$ cat config.mk
export PLATFORM = sky130hd
export DESIGN_NAME = dmem_arbiter
export DESIGN_NICKNAME = d
export VERILOG_FILES = /design/src/rtl/dmem_arbiter_pkg.sv /design/src/rtl/dmem_arbiter_rsp_pipe.sv /design/src/rtl/dmem_arbiter.sv
export SDC_FILE = /design/constraint.sdc
export NUM_CORES = 1
export LEC_CHECK = 0
export BUFFER_PORTS_ARGS = -buffer_cell sky130_fd_sc_hd__buf_2
export CORE_MARGIN = 2
export CORE_UTILIZATION = 52
export CTS_CLUSTER_SIZE = 14
export DETAILED_ROUTE_END_ITERATION = 10
export PLACE_DENSITY = 0.95
export SETUP_SLACK_MARGIN = 0.3
export SYNTH_ARGS = -nofsm -noshare
export SYNTH_HDL_FRONTEND = slang
export SYNTH_SLANG_ARGS = --single-unit
$ cat constraint.sdc
create_clock -name clk -period 7.9 [get_ports clk]
set_input_delay 0.395 -clock clk [delete_from_list [all_inputs] [get_ports clk]]
set_output_delay 0.395 -clock clk [all_outputs]
set_load 0.02 [all_outputs]
$ cat src/rtl/dmem_arbiter_pkg.sv
// Shared definitions for the data-memory arbiter: default widths, port ids,
// and the response tag carried alongside each granted load.
package dmem_arbiter_pkg;

  localparam int DMEM_ADDR_W = 8;
  localparam int DMEM_DATA_W = 32;

  localparam logic PORT_MEM = 1'b0;
  localparam logic PORT_LDR = 1'b1;

  typedef struct packed {
    logic valid;
    logic port;
  } rsp_tag_t;

endpackage

$ cat src/rtl/dmem_arbiter_rsp_pipe.sv
// Response pipeline: carries a {valid, port} tag for each granted load through
// the RAM read latency, then registers the returned word into the owning port.
module dmem_arbiter_rsp_pipe
  import dmem_arbiter_pkg::*;
#(
  parameter int DATA_W = DMEM_DATA_W,
  parameter int RD_LAT = 1
) (
  input  logic              clk,
  input  logic              rst,
  input  logic              issue_valid,
  input  logic              issue_port,
  input  logic [DATA_W-1:0] ram_q,
  output logic              p0_rvalid,
  output logic [DATA_W-1:0] p0_rdata,
  output logic              p1_rvalid,
  output logic [DATA_W-1:0] p1_rdata
);

  rsp_tag_t          tag_r [RD_LAT];
  rsp_tag_t          out_tag_s;
  logic              p0_hit_s;
  logic              p1_hit_s;
  logic              p0_rvalid_r;
  logic              p1_rvalid_r;
  logic [DATA_W-1:0] p0_rdata_r;
  logic [DATA_W-1:0] p1_rdata_r;

  // Shift each issue tag along so it lines up with its RAM read data.
  always_ff @(posedge clk or posedge rst) begin
    if (rst) begin
      for (int i = 0; i < RD_LAT; i++) begin
        tag_r[i] <= '0;
      end
    end else begin
      tag_r[0] <= '{valid: issue_valid, port: issue_port};
      for (int i = 1; i < RD_LAT; i++) begin
        tag_r[i] <= tag_r[i-1];
      end
    end
  end

  assign out_tag_s = tag_r[RD_LAT-1];
  assign p0_hit_s  = out_tag_s.valid & (out_tag_s.port == PORT_MEM);
  assign p1_hit_s  = out_tag_s.valid & (out_tag_s.port == PORT_LDR);

  // Pulse rvalid for one cycle and capture ram_q into the owning port only.
  always_ff @(posedge clk or posedge rst) begin
    if (rst) begin
      p0_rvalid_r <= 1'b0;
      p1_rvalid_r <= 1'b0;
      p0_rdata_r  <= {DATA_W{1'b0}};
      p1_rdata_r  <= {DATA_W{1'b0}};
    end else begin
      p0_rvalid_r <= p0_hit_s;
      p1_rvalid_r <= p1_hit_s;
      if (p0_hit_s) begin
        p0_rdata_r <= ram_q;
      end else begin
        p0_rdata_r <= p0_rdata_r;
      end
      if (p1_hit_s) begin
        p1_rdata_r <= ram_q;
      end else begin
        p1_rdata_r <= p1_rdata_r;
      end
    end
  end

  assign p0_rvalid = p0_rvalid_r;
  assign p1_rvalid = p1_rvalid_r;
  assign p0_rdata  = p0_rdata_r;
  assign p1_rdata  = p1_rdata_r;

endmodule

$ cat src/rtl/dmem_arbiter.sv
// Two-port arbiter for the single-port data RAM. The MEM stage (port 0) wins
// by default; the loader (port 1) takes priority once it has been refused
// MAX_WAIT consecutive cycles. Loads are tracked through the RAM latency.
module dmem_arbiter
  import dmem_arbiter_pkg::*;
#(
  parameter int ADDR_W   = DMEM_ADDR_W,
  parameter int DATA_W   = DMEM_DATA_W,
  parameter int RD_LAT   = 1,
  parameter int MAX_WAIT = 4
) (
  input  logic              clk,
  input  logic              rst,
  input  logic              p0_req,
  input  logic              p0_we,
  input  logic [ADDR_W-1:0] p0_addr,
  input  logic [DATA_W-1:0] p0_wdata,
  output logic              p0_gnt,
  output logic              p0_rvalid,
  output logic [DATA_W-1:0] p0_rdata,
  input  logic              p1_req,
  input  logic              p1_we,
  input  logic [ADDR_W-1:0] p1_addr,
  input  logic [DATA_W-1:0] p1_wdata,
  output logic              p1_gnt,
  output logic              p1_rvalid,
  output logic [DATA_W-1:0] p1_rdata,
  output logic              stall,
  output logic [ADDR_W-1:0] ram_addr,
  output logic [DATA_W-1:0] ram_data,
  output logic              ram_wren,
  input  logic [DATA_W-1:0] ram_q
);

  localparam logic [3:0] WAIT_MAX_C = 4'(MAX_WAIT);

  logic [3:0]        wait_cnt_r;
  logic              p1_prio_s;
  logic              gnt0_s;
  logic              gnt1_s;
  logic              we_mux_s;
  logic [ADDR_W-1:0] addr_mux_s;
  logic [DATA_W-1:0] data_mux_s;
  logic [ADDR_W-1:0] addr_last_r;
  logic [DATA_W-1:0] data_last_r;

  // Pick this cycle's winner; nothing is granted while reset is held.
  always_comb begin
    p1_prio_s = (wait_cnt_r == WAIT_MAX_C);
    gnt0_s    = 1'b0;
    gnt1_s    = 1'b0;
    if (rst) begin
      gnt0_s = 1'b0;
      gnt1_s = 1'b0;
    end else if (p1_req && (p1_prio_s || !p0_req)) begin
      gnt1_s = 1'b1;
    end else if (p0_req) begin
      gnt0_s = 1'b1;
    end else begin
      gnt0_s = 1'b0;
      gnt1_s = 1'b0;
    end
  end

  // Steer the winner onto the RAM bus; an idle bus keeps the last address.
  always_comb begin
    addr_mux_s = addr_last_r;
    data_mux_s = data_last_r;
    we_mux_s   = 1'b0;
    if (gnt1_s) begin
      addr_mux_s = p1_addr;
      data_mux_s = p1_wdata;
      we_mux_s   = p1_we;
    end else if (gnt0_s) begin
      addr_mux_s = p0_addr;
      data_mux_s = p0_wdata;
      we_mux_s   = p0_we;
    end else begin
      addr_mux_s = addr_last_r;
      data_mux_s = data_last_r;
      we_mux_s   = 1'b0;
    end
  end

  // Remember the last driven address/data so the bus holds when idle.
  always_ff @(posedge clk or posedge rst) begin
    if (rst) begin
      addr_last_r <= {ADDR_W{1'b0}};
      data_last_r <= {DATA_W{1'b0}};
    end else if (gnt0_s || gnt1_s) begin
      addr_last_r <= addr_mux_s;
      data_last_r <= data_mux_s;
    end else begin
      addr_last_r <= addr_last_r;
      data_last_r <= data_last_r;
    end
  end

  // Count consecutive refusals of the loader, saturating at MAX_WAIT.
  always_ff @(posedge clk or posedge rst) begin
    if (rst) begin
      wait_cnt_r <= 4'd0;
    end else if (!p1_req || gnt1_s) begin
      wait_cnt_r <= 4'd0;
    end else if (wait_cnt_r < WAIT_MAX_C) begin
      wait_cnt_r <= wait_cnt_r + 4'd1;
    end else begin
      wait_cnt_r <= wait_cnt_r;
    end
  end

  assign p0_gnt   = gnt0_s;
  assign p1_gnt   = gnt1_s;
  assign stall    = p0_req & ~gnt0_s & ~rst;
  assign ram_wren = we_mux_s;
  assign ram_addr = rst ? {ADDR_W{1'b0}} : addr_mux_s;
  assign ram_data = rst ? {DATA_W{1'b0}} : data_mux_s;

  dmem_arbiter_rsp_pipe #(
    .DATA_W (DATA_W),
    .RD_LAT (RD_LAT)
  ) u_rsp_pipe (
    .clk         (clk),
    .rst         (rst),
    .issue_valid ((gnt0_s | gnt1_s) & ~we_mux_s),
    .issue_port  (gnt1_s ? PORT_LDR : PORT_MEM),
    .ram_q       (ram_q),
    .p0_rvalid   (p0_rvalid),
    .p0_rdata    (p0_rdata),
    .p1_rvalid   (p1_rvalid),
    .p1_rdata    (p1_rdata)
  );

endmodule
==> flow_summary.json, run 1 <==
{
  "ctsHtreeMaxLevel": 3,
  "grt.overflow.total": 0,
  "insertion_delay_ns": 0.37,
  "cts_sinks": 112,
  "clk_pin_slew_worst_paths_ns": 0.12,
  "place_ws_ns": 5.19,
  "maxSlewViolCount": 0,
  "die_height_um": 106,
  "antenna_cells": 0,
  "numCtsBuffers": 9,
  "track_usage": 0.244,
  "crit_required_ns": 7.51,
  "fin_nets": 731,
  "setup_tns_ns": 0,
  "ys_ff_latch": 112,
  "pin_count": 228,
  "synth_warnings": 0,
  "cts_root_buf": "clkbuf_8",
  "slowest_stage": "nand4b_4",
  "power.density_mw_per_mm2": 232,
  "synth_edf_count": 0,
  "yosysUniqueCellTypes": 30,
  "fp.dieW_um": 106,
  "drv_cap": 0,
  "fmax_mhz": 325,
  "syn_avg_cell_area_um2": 13.4,
  "setup_ws_ns": 4.82,
  "fin_cells": 752,
  "hp-class": "input port to flop",
  "area_delta_synth_final_pct": 23.9,
  "place_hpwl_um": 9920,
  "yosysSeqAreaShare": 0.519,
  "synth_fp_nets": 524,
  "coreArea_mm2": 0.0102,
  "drive_gt1_frac": 0.604,
  "slew_headroom": 0.386,
  "endpoint_kind": "output pin",
  "fp-row-count": 37,
  "dieArea_mm2": 0.0112,
  "post_cts.repair.setup_buffers": 0,
  "portBuffers": 227,
  "path_cells": "inv_1, ha_1, nand4b_4, a32oi_2, a21oi_1, buf_2",
  "vias": 4269,
  "cts_resized": 0,
  "worstPathArrival_ns": 2.68,
  "worstMarginPinSlew_ns": 0.919,
  "ys.flop_type": "dfrtp_1",
  "gp_congestion": 0.811,
  "clock_path_buffers": 2,
  "cp_max_fo": 41,
  "seq_area_mm2": 0.00280,
  "hold_viol": 0,
  "vias_per_cell": 5.68,
  "startpoint_type": "flop",
  "placedCellCount": 736,
  "finalClockSkew_ns": 0.0141,
  "p_leak_nw": 3.20,
  "nFillCells": 763,
  "synth_async_sr_flop_share": 1.00,
  "fin_crit_sh": 0.390,
  "hold_buffers": 0,
  "drt-total-wl_um": 13600,
  "syn-instance-count": 404,
  "drt_first_pass_iters": 4,
  "grt_max_degree": 62,
  "antenna_found_initial": 2,
  "setup_viol": 0,
  "grt_pass1_wl_um": 21700,
  "ir_drop_v": 0.000110,
  "outcome": "complete, no violations",
  "path_class": "flop to output pin",
  "layout_min_cycle_time_ns": 3.08,
  "fin_util": 0.657,
  "grt_pass1_vias": 4487,
  "initial_utilization": 0.530,
  "tritoncts": "done",
  "multiInputGateArea_mm2": 0.00229,
  "p_total_mw": 1.55,
  "drt_iter0_markers": 202,
  "crit_path_max_incr_delay_ns": 0.73,
  "drt-wirelength-per-cell_um": 18.1,
  "netlist_area_mm2": 0.00540,
  "drc": 0,
  "rsz0062_at_grt": "false",
  "ant_nets": 0
}
[flip-flops by register name, indices dropped and copies added, names as in the netlist]
name and cells:
data_last_r 32, u_rsp_pipe.p1_rvalid 1, addr_last_r 8, u_rsp_pipe.out_tag_s 2
wait_cnt_r 4, u_rsp_pipe.p0_rvalid 1, u_rsp_pipe.p0_rdata 32, u_rsp_pipe.p1_rdata 32
[cells by family after synthesis]
logic type,after synthesis,synth area share
adder cells (fa/ha/maj),2,0.00463
multiplexers,65,0.135
AO/OA/AOI/OAI,125,0.230
flip-flops,112,0.519
XOR/XNOR,1,0.00162
buffers and inverters,44,0.0598
AND/OR/NAND/NOR,55,0.0500
[worst paths after layout]
| path | start | to | slack (ns) | depth (start not counted) |
|---|---|---|---|---|
| setup / recovery | wait_cnt_r[0] | ram_data[13] | 4.82 | 6 |
| hold / removal | p0_we | u_rsp_pipe.out_tag_s[1] | 0.23 | 2 |
| setup reg to reg | wait_cnt_r[0] | u_rsp_pipe.out_tag_s[1] | 5.64 | 5 |
| hold reg to reg | data_last_r[0] | data_last_r[0] | 0.49 | 2 |
| max in group asynchronous | rst | u_rsp_pipe.p0_rdata[19] | 6.23 | 4 |
| min in group asynchronous | rst | u_rsp_pipe.p0_rdata[3] | 0.48 | 3 |
[per-layer routing]
layer	global-route usage	vias to the layer above	share of wire
met4	0.0771	4	0.020
met2	0.441	206	0.52
met1	0.286	2093	0.38
met5	0	-	0.0020
li1	-	1933	-
met3	0.0589	33	0.074
[cell usage after synthesis, types with 2 or more instances]
cell	instances	area, um^2
nor3b_1	4	30.0
buf_8	2	30.0
nor2b_1	2	12.5
buf_6	15	169
o211ai_2	8	100
a32oi_2	40	651
a21oi_1	41	205
dfrtp_1	112	2800
ha_1	2	25.0
buf_2	15	75.1
o211ai_1	32	240
clkbuf_1	5	18.8
nand2_1	41	154
mux2_2	64	721
inv_1	6	22.5
[final cells by class]
type | instances | area share
Inverter | 6 | 0.00374
Sequential cell | 112 | 0.419
Tap cell | 136 | 0.0254
Clock inverter | 7 | 0.0129
Clock buffer | 9 | 0.0185
Multi-Input combinational cell | 248 | 0.343
Timing Repair Buffer | 234 | 0.178
[per-stage QoR]
stage | instance area [um^2] | hold WS (ns)
finish | 6690 | 0.229
global route | 6690 | 0.202
CTS | 6690 | 0.203
detailed placement | 6480 | 0.465
global placement | 6480 | 0.456
floorplan | 5400 | 0.447
[layout by cell type, fill, tap and decap left out, types with 5 or more instances in the layout]
master	Yosys	layout
dfrtp_1	112	112
clkbuf_8	0	9
mux2_2	64	64
buf_4	1	7
a21oi_1	41	41
inv_1	6	5
o211ai_1	32	32
nand2_1	41	41
o211ai_2	8	8
buf_2	15	227
a32oi_2	40	40
[where the power goes]
part | switching, mW | internal (mW) | total [mW]
combinational | 0.280 | 0.189 | 0.469
clock | 0.216 | 0.130 | 0.347
sequential | 0.0552 | 0.680 | 0.735
[critical path: cells and delay by family (launching register included)]
kind / cells / cell delay, ns
compound gates: 2 / 0.65
flops: 1 / 0.42
fa+ha+maj: 1 / 0.22
buf+inv: 2 / 0.27
simple gates: 1 / 0.73
Note: power is estimated with default switching activity, not from simulation.
==> run 2: changes to the inputs <==
- CORE_UTILIZATION: 52 -> 44
- PLACE_DENSITY: 0.95 -> 0.88
- clock period: 7.9 -> 2.75 ns (I/O delays scaled with it)
==> run 2 against run 1 <==
Effect of this change:
- utilization is 7.6 points lower
- largest power group unchanged
- critical path depth is 1 higher
- die area is 17% higher
==> flow_summary.json, run 2 (synthesized netlist as in run 1, its figures left out) <==
{
  "holdPathEnd": "data_last_r[23]",
  "insertion_delay_ns": 0.35,
  "maxSlewViolCount": 0,
  "drt-wirelength-per-cell_um": 17.1,
  "r2r_end": "u_rsp_pipe.out_tag_s[1]",
  "layout_commonest_cell": "buf_2",
  "crit_required_ns": 2.61,
  "dieArea_mm2": 0.0132,
  "hold_depth": 3,
  "fmax_mhz": 448,
  "hold_viol": 0,
  "p_sw_mw": 1.58,
  "grtUsageMet3": 0.0480,
  "place_hpwl_um": 9410,
  "seqPwrFrac": 0.436,
  "slew_headroom": 0.444,
  "r2r-start": "wait_cnt_r[0]",
  "grt_pass1_wl_um": 20600,
  "rr_worst_depth": 7,
  "grt_pass1_vias": 4250,
  "fin_crit_sh": 0.812,
  "ant_nets": 0,
  "fin_util": 0.581,
  "power_frac_comb": 0.283,
  "gp_congestion": 0.823,
  "fp-row-count": 40,
  "p_total_mw": 4.82,
  "clk_pin_slew_worst_paths_ns": 0.08,
  "outcome": "complete, no violations",
  "numCtsBuffers": 9,
  "clock_path_buffers": 2,
  "drt-total-wl_um": 13300,
  "die_height_um": 115,
  "worstMarginPinSlew_ns": 0.832,
  "drt_iter0_markers": 345,
  "internal-power_mw": 3.24,
  "grt_max_degree": 106,
  "cts_sinks": 112,
  "grt.overflow.total": 0,
  "busiest_layer": "met2",
  "ir_drop_v": 0.000291,
  "cts_root_buf": "clkbuf_16",
  "antenna_found_initial": 0,
  "layout_min_cycle_time_ns": 2.23,
  "path_class": "flop to output pin",
  "area_delta_synth_final_pct": 29.3,
  "setup_viol": 0,
  "drt_first_pass_iters": 4,
  "met1_usage": 0.239,
  "fin_nets": 746,
  "initial_utilization": 0.450,
  "startpoint_type": "flop",
  "hp-class": "input port to flop",
  "fp.dieW_um": 115,
  "vias_per_cell": 5.53,
  "power.density_mw_per_mm2": 690,
  "coreArea_mm2": 0.0120,
  "endpoint_kind": "output pin",
  "grt_use_met2": 0.343,
  "regToRegSetupSlack_ns": 0.57,
  "drv_cap": 0,
  "portBuffers": 227,
  "rsz0062_at_grt": "false",
  "vias": 4299,
  "p_clk_frac": 0.281,
  "p_leak_nw": 3.33,
  "mostFrequentLayoutCells": "buf_2, dfrtp_1, mux2_2, nand2_1, a21oi_1",
  "drc": 0,
  "drive_gt1_frac": 0.609,
  "finalClockSkew_ns": 0.00717,
  "worstPathArrival_ns": 2.09,
  "setup_tns_ns": 0,
  "pin_count": 228,
  "ctsHtreeMaxLevel": 3,
  "hp-start": "p1_wdata[23]",
  "swShare": 0.328,
  "track_usage": 0.198,
  "cp_max_fo": 27,
  "tritoncts": "done",
  "antenna_cells": 0
}
==> run 2: cell types whose count changed in the layout (fill, tap and decap cells not counted), moves of 2 or more <==
cell / change
clkbuf_16: +9
clkbuf_8: -9
buf_4: +8
buf_12: +4
clkinvlp_4: +2
dlygate4sd3_1: +2
==> run 2: layout make-up <==
cell class	count	area, um^2
fill	948	5030
sequential	112	2800
multi-input combinational	248	2300
timing repair buffer	249	1360
clock buffer	9	225
tap	147	184
clock inverter	7	87.6
inverter	6	26.3
==> run 2: timing repair <==
action | in CTS | in global routing
setup buffers | 0 | 9
hold endpoints to repair | 1 | 0
gates resized for setup | 0 | 1
setup endpoints to repair | 0 | 26
hold buffers | 2 | 0
==> run 2: how the worst max path moves through the flow <==
stage	from	to	depth (start not counted)
CTS	wait_cnt_r[0]	ram_data[29]	7
floorplan	rst	addr_last_r[0]	3
detailed placement	wait_cnt_r[0]	ram_data[29]	7
global route	wait_cnt_r[0]	ram_data[10]	7
finish	wait_cnt_r[0]	ram_data[10]	7
global placement	wait_cnt_r[0]	ram_data[8]	7
==> run 2: worst max-delay path: stages, from the launching register on <==
cell and delay [ns]:
dfrtp_1 0.42, inv_1 0.07, ha_1 0.22, and3b_1 0.22, buf_6 0.27, o211ai_1 0.14
a21oi_1 0.20, buf_2 0.19
==> run 2: routing by layer <==
metal / part of all wire / vias up
li1: - / 1981
met1: 0.40 / 2098
met2: 0.51 / 198
met3: 0.078 / 22
met4: 0.016 / 0
met5: 0 / -
==> run 2: stage by stage <==
stage | setup slack [ns] | cell area, um^2 | std cells | hold slack, ns
global placement | 0.790 | 6580 | 751 | 0.347
global route | 0.336 | 6980 | 778 | 0.0181
floorplan | 0.849 | 5400 | 404 | 0.219
finish | 0.518 | 6980 | 778 | 0.0293
CTS | 0.326 | 6910 | 769 | 0.0147
detailed placement | 0.714 | 6580 | 751 | 0.353
==> run 2: power groups by stage <==
stage / combinational, mW / sequential (mW) / clock, mW
3_5_place_dp: 1.36 / 2.14 / 0
6_report: 1.36 / 2.10 / 1.36
2_1_floorplan: 0.593 / 2.41 / 0
5_1_grt: 1.46 / 2.14 / 1.47
3_3_place_gp: 1.32 / 2.12 / 0
4_1_cts: 1.37 / 2.10 / 1.40
==> run 3: changes to the inputs <==
- CORE_UTILIZATION: 44 -> 48
- PLACE_DENSITY: 0.88 -> 0.91
- clock period: 2.75 -> 2.1 ns (I/O delays scaled with it)
==> run 3 against run 2 <==
Effect of this change:
- the flow now finishes with violations (negative setup slack)
- register-to-register slack got worse by 0.60 ns
- clock power about the same
- die area decreased by 8.1%
==> flow_summary.json, run 3 (synthesized netlist as in run 1, its figures left out) <==
{
  "antenna_cells": 0,
  "grt_pass1_vias": 4999,
  "grt.overflow.total": 0,
  "ctsHtreeMaxLevel": 3,
  "setup_tns_ns": -2.02,
  "worstPathBufferInverterCount": 4,
  "die_height_um": 110,
  "grt_pass1_wl_um": 24400,
  "mostFrequentLayoutCells": "buf_2, dfrtp_1, dlygate4sd3_1, mux2_2, buf_4",
  "drv_cap": 0,
  "drt_iter0_markers": 320,
  "drt-wirelength-per-cell_um": 19.8,
  "path_class": "flop to output pin",
  "insertion_delay_ns": 0.37,
  "ant_nets": 0,
  "critical-path-top-delay-family": "buffers and inverters",
  "fp-row-count": 38,
  "coreArea_mm2": 0.0109,
  "pin_count": 228,
  "worstMarginPinSlew_ns": 0.542,
  "power.density_mw_per_mm2": 758,
  "finalClockSkew_ns": 0.0190,
  "track_usage": 0.261,
  "fin_crit_sh": 1.07,
  "r2r_end": "addr_last_r[5]",
  "slew_headroom": 0.638,
  "endpoint_kind": "output pin",
  "drt_first_pass_iters": 4,
  "hp-class": "input port to flop",
  "maxSlewViolCount": 0,
  "dieArea_mm2": 0.0121,
  "hold_viol": 0,
  "vias_per_cell": 5.55,
  "ir_drop_v": 0.000472,
  "setup_ws_ns": -0.151,
  "fmax_mhz": 444,
  "slowest_stage": "dfrtp_1",
  "regToRegSetupSlack_ns": -0.03,
  "cp_max_fo": 6,
  "clock_path_buffers": 2,
  "r2r-start": "wait_cnt_r[0]",
  "outcome": "finished, violations left",
  "p_leak_nw": 3.81,
  "fp.dieW_um": 110,
  "portBuffers": 227,
  "setup_viol": 30,
  "drt-total-wl_um": 17200,
  "clk_pin_slew_worst_paths_ns": 0.10,
  "crit_required_ns": 2.00,
  "cts_sinks": 112,
  "path_cells": "inv_2, ha_4, and3b_2, buf_12, buf_16, o211ai_1, a21oi_1, buf_4",
  "p_total_mw": 6.19,
  "fin_cells": 866,
  "violations": "negative setup slack",
  "hold_depth": 3,
  "layout_min_cycle_time_ns": 2.25,
  "area_delta_synth_final_pct": 51.4,
  "rr_worst_depth": 13,
  "startpoint_type": "flop",
  "placedCellCount": 746,
  "nFillCells": 656,
  "layout_commonest_cell": "buf_2",
  "hp-start": "p0_addr[7]",
  "crit_path_max_incr_delay_ns": 0.39,
  "holdPathEnd": "addr_last_r[7]",
  "antenna_found_initial": 0,
  "gp_congestion": 0.819,
  "rsz0062_at_grt": "true",
  "worstPathArrival_ns": 2.15,
  "vias": 4809,
  "initial_utilization": 0.496,
  "numCtsBuffers": 9,
  "cts_root_buf": "clkbuf_8",
  "place_hpwl_um": 9760,
  "place_ws_ns": 0.289,
  "drc": 0,
  "tritoncts": "done",
  "fin_util": 0.751,
  "drive_gt1_frac": 0.585,
  "fin_nets": 842,
  "grt_max_degree": 72
}
## run 3: area by class of cell
class	instances	area, um^2	area share
Inverter	6	26.3	0.00321
Clock buffer	9	124	0.0152
Sequential cell	112	2800	0.343
Multi-Input combinational cell	248	2370	0.290
Clock inverter	6	76.3	0.00934
Tap cell	140	175	0.0214
Timing Repair Buffer	345	2600	0.318
## run 3: worst max path at each step
stage                     cells after the start     startpoint        endpoint  slack, ns
after floorplan                               3            rst  addr_last_r[0]       0.31
after global placement                        7  wait_cnt_r[0]    ram_data[20]       0.38
after detailed placement                      7  wait_cnt_r[0]    ram_data[22]       0.29
after CTS                                     8  wait_cnt_r[0]     ram_data[2]      -0.02
after global routing                          8  wait_cnt_r[0]     ram_data[2]      -0.21
final                                         8  wait_cnt_r[0]     ram_data[2]      -0.15
## run 3: power breakdown
group | leakage, nW | switching (mW) | internal, mW | total (mW)
Combinational | 2.37 | 1.16 | 0.926 | 2.08
Sequential | 1.35 | 0.223 | 2.56 | 2.78
Clock | 0.0954 | 0.761 | 0.565 | 1.33
## run 3: repair_timing
item                       CTS  global route
cloned                       3             4
resized for setup           45            48
hold buffers                69             0
pin swaps                   20            42
hold endpoints to repair    86             0
setup buffers               14            15
setup endpoints to repair   43            48
## run 3: metal layers
metal,global-route usage,routed length [um],up-vias
met5,0,0,-
met4,0.124,514,0
met3,0.0682,1200,49
met2,0.461,9080,245
met1,0.292,6400,2368
li1,-,-,2147
## run 3: through the flow
step / hold WS (ns) / cell area [um^2]
4_1_cts: 0.0000974 / 7820
3_3_place_gp: 0.320 / 6570
3_5_place_dp: 0.321 / 6570
2_1_floorplan: 0.187 / 5410
5_1_grt: 0.00947 / 8170
6_report: 0.0151 / 8170
## run 3: worst min-delay path, cell delays in order
cell,delay (ns)
buf_2,0.09
a32oi_2,0.09
nand2_1,0.05
